===== src/rtl/fp_fma_dot_sequencer.sv =====
// Dot-product sequencer that feeds an external combinational FMA one element at a time.
// It accumulates acc = init + sum(a[i]*b[i]) and ORs the FMA exception flags into a sticky set.
module fp_fma_dot_sequencer #(
  parameter int exp_width  = 8,
  parameter int frac_width = 23,
  parameter int cnt_width  = 16
) (
  input  logic                                clk,
  input  logic                                rst,
  input  logic                                start,
  input  logic [exp_width+frac_width:0]       init_acc,
  input  logic [1:0]                          round_mode,
  output logic                                busy,
  input  logic                                in_valid,
  output logic                                in_ready,
  input  logic [exp_width+frac_width:0]       in_a,
  input  logic [exp_width+frac_width:0]       in_b,
  input  logic                                in_last,
  output logic [exp_width+frac_width:0]       fma_op1,
  output logic [exp_width+frac_width:0]       fma_op2,
  output logic [exp_width+frac_width:0]       fma_op_acc,
  output logic [1:0]                          fma_round_mode,
  input  logic [exp_width+frac_width:0]       fma_result,
  input  logic [4:0]                          fma_exception,
  output logic                                out_valid,
  input  logic                                out_ready,
  output logic [exp_width+frac_width:0]       out_result,
  output logic [4:0]                          out_exception,
  output logic [cnt_width-1:0]                out_count
);
  localparam int W = exp_width + frac_width + 1;

  typedef enum logic [1:0] {IDLE, ACCEPT, EXEC, DONE} state_t;

  state_t               state_reg, state_next;
  logic [W-1:0]         acc_reg;
  logic [W-1:0]         op1_reg, op2_reg, op_acc_reg;
  logic [1:0]           mode_reg;
  logic [4:0]           sticky_reg, sticky_next;
  logic [cnt_width-1:0] count_reg;
  logic                 last_reg;
  logic                 accept;

  assign accept = (state_reg == ACCEPT) && in_valid;

  genvar gi;
  generate
    for (gi = 0; gi < 5; gi++) begin : g_sticky
      assign sticky_next[gi] = sticky_reg[gi] | fma_exception[gi];
    end
  endgenerate

  always_ff @(posedge clk) begin
    if (rst) state_reg <= IDLE;
    else     state_reg <= state_next;
  end

  always_comb begin
    state_next = state_reg;
    case (state_reg)
      IDLE:    if (start)     state_next = ACCEPT;
      ACCEPT:  if (in_valid)  state_next = EXEC;
      EXEC:    state_next = last_reg ? DONE : ACCEPT;
      DONE:    if (out_ready) state_next = IDLE;
      default: state_next = IDLE;
    endcase
  end

  // Operand registers only move on an accepted pair, so the FMA inputs stay quiet otherwise.
  always_ff @(posedge clk) begin
    if (rst) begin
      acc_reg    <= '0;
      op1_reg    <= '0;
      op2_reg    <= '0;
      op_acc_reg <= '0;
      mode_reg   <= '0;
      sticky_reg <= '0;
      count_reg  <= '0;
      last_reg   <= 1'b0;
    end else begin
      if (state_reg == IDLE && start) begin
        acc_reg    <= init_acc;
        mode_reg   <= round_mode;
        sticky_reg <= '0;
        count_reg  <= '0;
      end
      if (accept) begin
        op1_reg    <= in_a;
        op2_reg    <= in_b;
        op_acc_reg <= acc_reg;
        last_reg   <= in_last;
      end
      if (state_reg == EXEC) begin
        acc_reg    <= fma_result;
        sticky_reg <= sticky_next;
        count_reg  <= (&count_reg) ? count_reg : count_reg + 1'b1;
      end
    end
  end

  assign busy           = (state_reg != IDLE);
  assign in_ready       = (state_reg == ACCEPT);
  assign out_valid      = (state_reg == DONE);
  assign fma_op1        = op1_reg;
  assign fma_op2        = op2_reg;
  assign fma_op_acc     = op_acc_reg;
  assign fma_round_mode = mode_reg;
  assign out_result     = acc_reg;
  assign out_exception  = sticky_reg;
  assign out_count      = count_reg;
endmodule


===== config.mk =====
export PLATFORM = sky130hd
export DESIGN_NAME = fp_fma_dot_sequencer
export DESIGN_NICKNAME = d
export VERILOG_FILES = /design/src/rtl/fp_fma_dot_sequencer.sv
export SDC_FILE = /design/constraint.sdc
export NUM_CORES = 1
export LEC_CHECK = 0
export ABC_AREA = 1
export CAP_MARGIN = 20
export CORE_MARGIN = 3
export CORE_UTILIZATION = 41
export DETAILED_ROUTE_END_ITERATION = 7
export PLACE_DENSITY = 0.82
export REMOVE_ABC_BUFFERS = 1
export SYNTH_ARGS = -nofsm -noshare
export SYNTH_HDL_FRONTEND = slang
export SYNTH_SLANG_ARGS = --single-unit

===== constraint.sdc =====
create_clock -name clk -period 1.95 [get_ports clk]
set_input_delay 0.4875 -clock clk [delete_from_list [all_inputs] [get_ports clk]]
set_output_delay 0.4875 -clock clk [all_outputs]
set_load 0.02 [all_outputs]

# After elaboration in Yosys (flattened, before gate mapping)
# Cells that the tools add are included.
[word_totals]
reg_bits = 154
inputBits = 141
output_inout_bits = 154
word_cells = 42
[op_classes]
addsub = 1
eq_ne = 7
mux = 12
n_bitwise = 5
n_reduce_logical = 8
[op_table]
columns = ["cell", "n"]
rows = [
  ["$mux 32", 2],
  ["$mux 16", 3],
  ["$add 16x1->16 const B", 1],
  ["$reduce_and 16->1", 1],
  ["$mux 5", 2],
  ["$mux 2", 4],
  ["$pmux 2 s4", 1],
  ["$ne 2x2->1 const B", 3],
  ["$or 1x1->1", 5],
  ["$eq 2x2->1 const B", 2],
  ["$reduce_bool 2->1", 2],
  ["$reduce_and 3->1", 1],
  ["$eq 2x1->1 const B", 1],
  ["$logic_and 1x1->1", 2],
  ["$logic_not 2->1", 1],
  ["$ne 2x1->1 const B", 1],
  ["$reduce_and 2->1", 1],
]

# Logic depth before layout (Yosys ltp)
# Gate-level depths: netlist of the first run.
[logic_depth]
ltp_word = 4
mapped_depth = 11
depth_no_buf = 11

# Worst setup path after synthesis of the first run
# OpenSTA, ideal clock, no wires.
[synth_timing]
kind = "reg-to-reg"
from = "reg count_reg[1] (netlist: out_count[1])"
to = "reg count_reg[15] (netlist: out_count[15])"
setup_ps = 59
arrival_time_ps = 1515
t_required_ps = 1891
setup_slack_ps = 376
path_stages_with_launch = 12
path_buffers = 0
synth_period_minus_slack_ps = 1574
cell_sequence = "dfxtp_1 -> ha_1 -> nand2_1 -> nor2_2 -> nand2_1 -> nor2_2 -> nand2_2 -> nand2_4 -> nand2_4 -> inv_2 -> nand2_1 -> nand2_1"
[synth_between]
elab_chain_len = 3
elab_cells_between_ends = 6
classes_between = "add/sub (1); eq/ne (1); mux (2); reduce/logical (2)"
[synth_rtl]
columns = ["element", "line", "rtl"]
rows = [
  ["from (decl)", "40", "logic [cnt_width-1:0] count_reg;"],
  ["from (signal assigned)", "96", "count_reg <= (&count_reg) ? count_reg : count_reg + 1'b1;"],
  ["$add 16x1->16 / $reduce_and 16->1 (equally long branches)", "96", ""],
  ["$mux 16 / $ne 2x2->1 (equally long branches)", "-", ""],
  ["$mux 16 / $reduce_and 2->1 (equally long branches)", "-", ""],
]
# Parallel ways exist; a longest one is shown, timed or not. The select of a mux whose other input is x is not followed.
# A chain may end at the register's enable or synchronous reset.

# Worst setup path in the final report of the first run
[layout_timing]
from = "reg mode_reg[0] (netlist: fma_round_mode[0])"
to = "out fma_round_mode[0]"
[layout_lines]
columns = ["element", "line", "rtl"]
rows = [
  ["from (decl)", "38", "logic [1:0] mode_reg;"],
  ["from (signal assigned)", "83", "mode_reg <= round_mode;"],
  ["to (decl)", "22", "output logic [1:0] fma_round_mode,"],
]
# No word-level cell between the ends.

==> results of run 1 <==
==> per-layer routing <==
layer / wire length [um] / share of wire
met5: 0 / 0
met4: 544 / 0.026
met3: 1916 / 0.091
met2: 10450 / 0.50
met1: 8193 / 0.39
==> synth_stat cells, drive strengths merged <==
library cell  instances
a21boi                1
a21oi               108
a31o                  1
a31oi                32
a32o                  1
buf                  29
clkbuf               33
dfxtp               154
ha                    1
inv                  33
nand2               221
nand3               116
nand4                 1
nor2                 36
o211ai                1
o21ai                47
o22ai                 1
or2                   3
==> layout by cell type (no fill, tap or decap), types with 4 or more instances in the layout <==
cell               n
a21oi_1          108
a31oi_1           32
buf_12             7
buf_4             12
clkbuf_16         17
clkdlybuf4s50_1  269
clkinvlp_4         6
dfxtp_1          154
dlygate4sd2_1     17
dlymetal6s2s_1     5
inv_1             29
inv_2              4
nand2_1          215
nand3_1          116
nor2_1            29
nor2_2             6
o21ai_0           39
o21ai_1            8
==> layout make-up <==
cell class / count / area (um2)
fill: 1238 / 4771
inverter: 33 / 123.9
clock buffer: 20 / 436.7
sequential: 154 / 3083
tap: 184 / 230.2
timing repair buffer: 311 / 3144
clock inverter: 11 / 148.9
multi-input combinational: 570 / 2651
==> power by group through the flow <==
| stage | Combinational [mW] | Clock (mW) | Sequential [mW] |
|---|---|---|---|
| floorplan | 0.410 | 0 | 3.71 |
| finish | 1.55 | 3.30 | 3.44 |
| CTS | 1.55 | 3.34 | 3.44 |
| detailed placement | 1.56 | 0 | 3.51 |
| global placement | 1.54 | 0 | 3.51 |
| global route | 1.66 | 3.48 | 3.46 |
==> logic make-up (layout without fill, tap and decap cells) <==
kind of cell / after synthesis / in the layout / synth area share
AO/OA/AOI/OAI: 192 / 192 / 0.1660
flip-flops: 154 / 154 / 0.5038
adder cells (fa/ha/maj): 1 / 1 / 0.002044
AND/OR/NAND/NOR: 377 / 377 / 0.2635
buffers and inverters: 95 / 375 / 0.06461
==> how the worst max path moves through the flow <==
stage	startpoint	end	slack, ns	depth (start not counted)
floorplan	state_reg[0]	last_reg	-1.99	5
global placement	start	out_result[20]	0.07	6
detailed placement	start	out_result[19]	-0.02	6
CTS	out_count[7]	out_count[7]	0.002	1
global route	state_reg[0]	in_ready	0.001	3
finish	fma_round_mode[0]	fma_round_mode[0]	0.03	1
==> what timing repair did <==
item	4_1_cts	5_1_grt
endpoints found under the setup margin	18	7
gates resized for setup	18	7
gates cloned	0	0
==> metrics.csv, run 1 <==
stage,metric,value,unit
sta,relSlewSlack,0.6784,
sta,totalNegativeSetupSlack,0,ns
place,gp_congestion,0.8843,
power,ir_worst_vdd,0.0005875,V
setup_path,reg2reg_depth,11,
finish,area.growth.synth_to_final,60.44,%
min_path,holdPathEnd,out_count[3],
floorplanning,die_x,128.2,um
clock_tree,cts.htree.levels,4,
floorplanning,die_area,16430,um2
power,p_seq_frac,0.416,
place,dp.cells,1252,
floorplanning,die_h,128.2,um
sta,setup_violations,0,
synth,yosysWarningCount,0,
synth,postSynthCellCount,819,
sta,timing_hold_violations_final,0,
route,drt-total-wl,21.10,mm
setup_path,crit_fanout,2,
sta,final_max_slew_viol_count,0,
finish,drive_gt1_frac,0.06187,
sta,max_freq,520.1,MHz
synth,ys_ff_latch,154,
setup_path,end_kind,output pin,
min_path,worstHoldPathCells,2,
status,status,completed,
global_route,grt_pass1_wl,32.00,mm
setup_path,cpPeakStageDelay,0.63,ns
clock_tree,cts_buffers,17,
global_route,antenna_found_initial,0,
power,power.leakage,3.686,nW
synth,synth_area_leaders,"dfxtp_1, nand2_1, nand3_1",
global_route,use_met2,0.4159,
clock_tree,postCtsSetupBuffers,0,
setup_path,slowest_stage,clkdlybuf4s50_1,
setup_path,cp.required,1.46,ns
clock_tree,cts_num_sinks,154,
power,combPwrFrac,0.186,
floorplanning,initial_core_util,0.4195,
global_route,track_usage,0.2454,
sta,fin_crit_sh,0.9860,
finish,design_area,9818,um2
floorplanning,num_rows,44,
min_path,min_from,rst,
setup_path,ff2ff_setup_slack,0.23,ns
power,netSwitchingFraction,0.2686,
setup_path,r2r_end,out_count[15],
finish,stdcell_count,1283,
clock_tree,clockBufferDepth,2,
setup_path,path_delay_family,buffers and inverters,
route,dr_total_vias,6701,
synth,netlist_area,6120,um2
route,avgViaCountPerCell,5.223,
route,wl_per_cell,16.45,um
global_route,use_met3,0.07625,
floorplanning,io_pins,295,
setup_path,critPathKind,register to output pin,
place,dp_slack,-0.02219,ns
sta,rsz0062_at_grt,false,
route,drc,0,
sta,clock_skew,0.004611,ns
setup_path,r2r_start,out_count[0],
finish,final_util,0.6730,
setup_path,crit_chain,clkdlybuf4s50_1,
power,p_int,6.061,mW
finish,nets,1229,
setup_path,path_buf_inv,1,
clock_tree,hold_buffers,0,
route,ant_nets,0,
synth,yosysSeqAreaShare,0.5038,
finish,n_antenna_cell,0,
clock_tree,clk_pin_slew_worst_paths,0.06,ns
global_route,grt_use_met1,0.2897,
job,drv_cap,0,
power,p_sw,2.226,mW
sta,setup_ws,0.02735,ns
power,p_per_area,844.1,nW/um2
clock_tree,cts_tree,done,
global_route,grt_pass1_vias,6116,
clock_tree,insertion_delay,0.41,ns
synth,syn_area_per_cell,7.472,um2
place,portBuffers,294,
min_path,hold_path.class,primary input to register,
place,placed_area,9239,um2
global_route,grt_max_degree,103,
setup_path,critPathLaunchType,register,
route,drt-pass1-iter-count,6,
route,drt-initial-drc-count,417,
sta,worst_slew_pin_slew,0.4823,ns
floorplanning,core_area,14590,um2
sta,min_period,1.923,ns
synth,synth_top_cell_by_area,dfxtp_1,
synth,synth_top_area_frac,0.5038,
place,hpwlAfterDp,14.84,mm
power,p_total,8.287,mW
clock_tree,cts-root-buf,clkbuf_16,
setup_path,worstPathArrival,1.44,ns
global_route,grt-ovfl-total,0,
power,clkPwrFrac,0.398,
sta,fin_hold_ws,0.3437,ns
synth,yosysUniqueCellTypes,26,
global_route,grt_most_used_layer,met2,
Note: power is estimated with default switching activity, not from simulation.
==> run 2: changes to the inputs <==
Settings changed: CTS_BUF_LIST set to sky130_fd_sc_hd__clkbuf_16.
==> run 2 against run 1 <==
Effect of this change:
- core utilization unchanged
- cell count unchanged
- hold slack about the same
- first-iteration DRC count decreased by 0.24%
- global-route usage unchanged
- via count decreased by 0.16%
- clock power about the same
- worst setup slack improved by 0.00054 ns
- sequential power about the same
- non-clock buffer count unchanged
- wire length decreased by 0.35%
==> metrics.csv, run 2 (synthesized netlist as in run 1, its figures left out) <==
stage,metric,value,unit,change
clock_tree,cts-root-buf,clkbuf_16,,unchanged
setup_path,path_delay_family,buffers and inverters,,unchanged
global_route,antenna_found_initial,0,,unchanged
route,wl_per_cell,16.39,um,was 16.45 um
route,dr_total_vias,6690,,was 6701
place,placed_area,9239,um2,unchanged
setup_path,r2r_start,out_count[0],,unchanged
sta,clock_skew,0.004619,ns,was 0.004611 ns
setup_path,reg2reg_depth,11,,unchanged
clock_tree,hold_buffers,0,,unchanged
floorplanning,num_rows,44,,unchanged
finish,design_area,9818,um2,unchanged
setup_path,end_kind,output pin,,unchanged
clock_tree,postCtsSetupBuffers,0,,unchanged
sta,final_max_slew_viol_count,0,,unchanged
clock_tree,cts_buffers,17,,unchanged
finish,layout_commonest_cell,clkdlybuf4s50_1,,unchanged
place,portBuffers,294,,unchanged
floorplanning,core_area,14590,um2,unchanged
min_path,hold_path.class,primary input to register,,unchanged
route,drt-initial-drc-count,416,,was 417
floorplanning,initial_core_util,0.4195,,unchanged
finish,stdcell_count,1283,,unchanged
power,power.leakage,3.699,nW,was 3.686 nW
power,ir_worst_vdd,0.0005868,V,was 0.0005875 V
floorplanning,io_pins,295,,unchanged
global_route,grt_max_degree,103,,unchanged
power,p_per_area,842.1,nW/um2,was 844.1 nW/um2
setup_path,cp.required,1.46,ns,about the same
sta,totalNegativeSetupSlack,0,ns,unchanged
status,status,completed,,unchanged
floorplanning,die_x,128.2,um,unchanged
job,drv_cap,0,,unchanged
setup_path,critPathLaunchType,register,,unchanged
clock_tree,cts_num_sinks,154,,unchanged
min_path,min_from,rst,,unchanged
setup_path,worstPathArrival,1.43,ns,was 1.44 ns
power,p_total,8.268,mW,was 8.287 mW
global_route,grt_pass1_vias,6116,,unchanged
route,avgViaCountPerCell,5.214,,was 5.223
setup_path,ff2ff_setup_slack,0.23,ns,about the same
finish,nets,1229,,unchanged
clock_tree,clk_pin_slew_worst_paths,0.06,ns,about the same
route,drt-pass1-iter-count,5,,was 6
finish,n_antenna_cell,0,,unchanged
setup_path,crit_chain,clkdlybuf4s50_1,,unchanged
route,drc,0,,unchanged
floorplanning,die_area,16430,um2,unchanged
clock_tree,cts_tree,done,,unchanged
place,hpwlAfterDp,14.84,mm,unchanged
setup_path,crit_fanout,2,,unchanged
floorplanning,die_h,128.2,um,unchanged
sta,rsz0062_at_grt,false,,unchanged
place,gp_congestion,0.8843,,unchanged
sta,setup_violations,0,,unchanged
place,dp.cells,1252,,unchanged
setup_path,path_buf_inv,1,,unchanged
global_route,track_usage,0.2454,,unchanged
finish,fillers,1238,,unchanged
finish,area.growth.synth_to_final,60.44,%,unchanged
setup_path,cpPeakStageDelay,0.63,ns,about the same
sta,relSlewSlack,0.6686,,was 0.6784
sta,timing_hold_violations_final,0,,unchanged
route,ant_nets,0,,unchanged
sta,min_period,1.922,ns,was 1.923 ns
clock_tree,insertion_delay,0.41,ns,about the same
finish,layout_common_cells,"clkdlybuf4s50_1, nand2_1, dfxtp_1, nand3_1, a21oi_1",,unchanged
clock_tree,clockBufferDepth,2,,unchanged
min_path,worstHoldPathCells,2,,unchanged
sta,worst_slew_pin_slew,0.4970,ns,was 0.4823 ns
global_route,grt_pass1_wl,32.00,mm,unchanged
setup_path,r2r_end,out_count[15],,unchanged
sta,fin_hold_ws,0.3440,ns,was 0.3437 ns
sta,max_freq,520.3,MHz,was 520.1 MHz
clock_tree,cts.htree.levels,4,,unchanged
route,drt-total-wl,21.03,mm,was 21.10 mm
setup_path,slowest_stage,clkdlybuf4s50_1,,unchanged
global_route,grt-ovfl-total,0,,unchanged
sta,fin_crit_sh,0.9857,,was 0.9860
finish,drive_gt1_frac,0.06187,,unchanged
setup_path,critPathKind,register to output pin,,unchanged
min_path,holdPathEnd,out_count[3],,unchanged
run 2: cell types whose count changed in the layout (fill, tap and decap cells not counted):
cell / previous run / this run
clkbuf_1: 3 / 0
inv_1: 29 / 32
run 2: final cells by class:
type | instances | area [um2] | share of cell area
Clock inverter | 14 | 160.2 | 0.01631
Inverter | 33 | 123.9 | 0.01262
Sequential cell | 154 | 3083 | 0.3140
Multi-Input combinational cell | 570 | 2651 | 0.2700
Tap cell | 184 | 230.2 | 0.02345
Timing Repair Buffer | 311 | 3144 | 0.3203
Clock buffer | 17 | 425.4 | 0.04333
run 2: metrics by stage:
stage | setup slack, ns | util
floorplan | -1.994 | -
global placement | 0.06597 | 0.6333
detailed placement | -0.02219 | 0.6333
CTS | 0.002157 | 0.6719
global route | 0.001003 | 0.6730
finish | 0.02789 | 0.6730
run 2: worst max path at each step:
stage | start | to | slack (ns) | cells after the start
after floorplan | state_reg[0] | last_reg | -1.99 | 5
after global routing | state_reg[0] | in_ready | 0.001 | 3
after CTS | out_count[7] | out_count[7] | 0.002 | 1
after global placement | start | out_result[20] | 0.07 | 6
final | fma_round_mode[0] | fma_round_mode[0] | 0.03 | 1
after detailed placement | start | out_result[19] | -0.02 | 6
run 2: routing by layer:
layer | wire length (um) | vias to the layer above | track usage
met3 | 1957 | 41 | 0.07625
met5 | 0 | - | 0
met2 | 10370 | 288 | 0.4159
met4 | 548 | 0 | 0.09613
li1 | - | 3275 | -
met1 | 8154 | 3086 | 0.2897
run 2: power breakdown:
| part | internal (mW) | switching [mW] |
|---|---|---|
| sequential | 3.33 | 0.116 |
| combinational | 0.730 | 0.813 |
| clock | 1.99 | 1.29 |
| total | 6.05 | 2.22 |
run 2: what timing repair did:
| item | in CTS | in global routing |
|---|---|---|
| endpoints found under the setup margin | 18 | 7 |
| gates resized for setup | 18 | 7 |
| gates cloned | 0 | 0 |
| pin swaps | 0 | 0 |
==> run 3: changes to the inputs <==
Settings changed: CTS_CLUSTER_DIAMETER set to 30.
==> results of run 3 <==
Same layout as run 2: the final DEF is identical, and so are final timing and power.
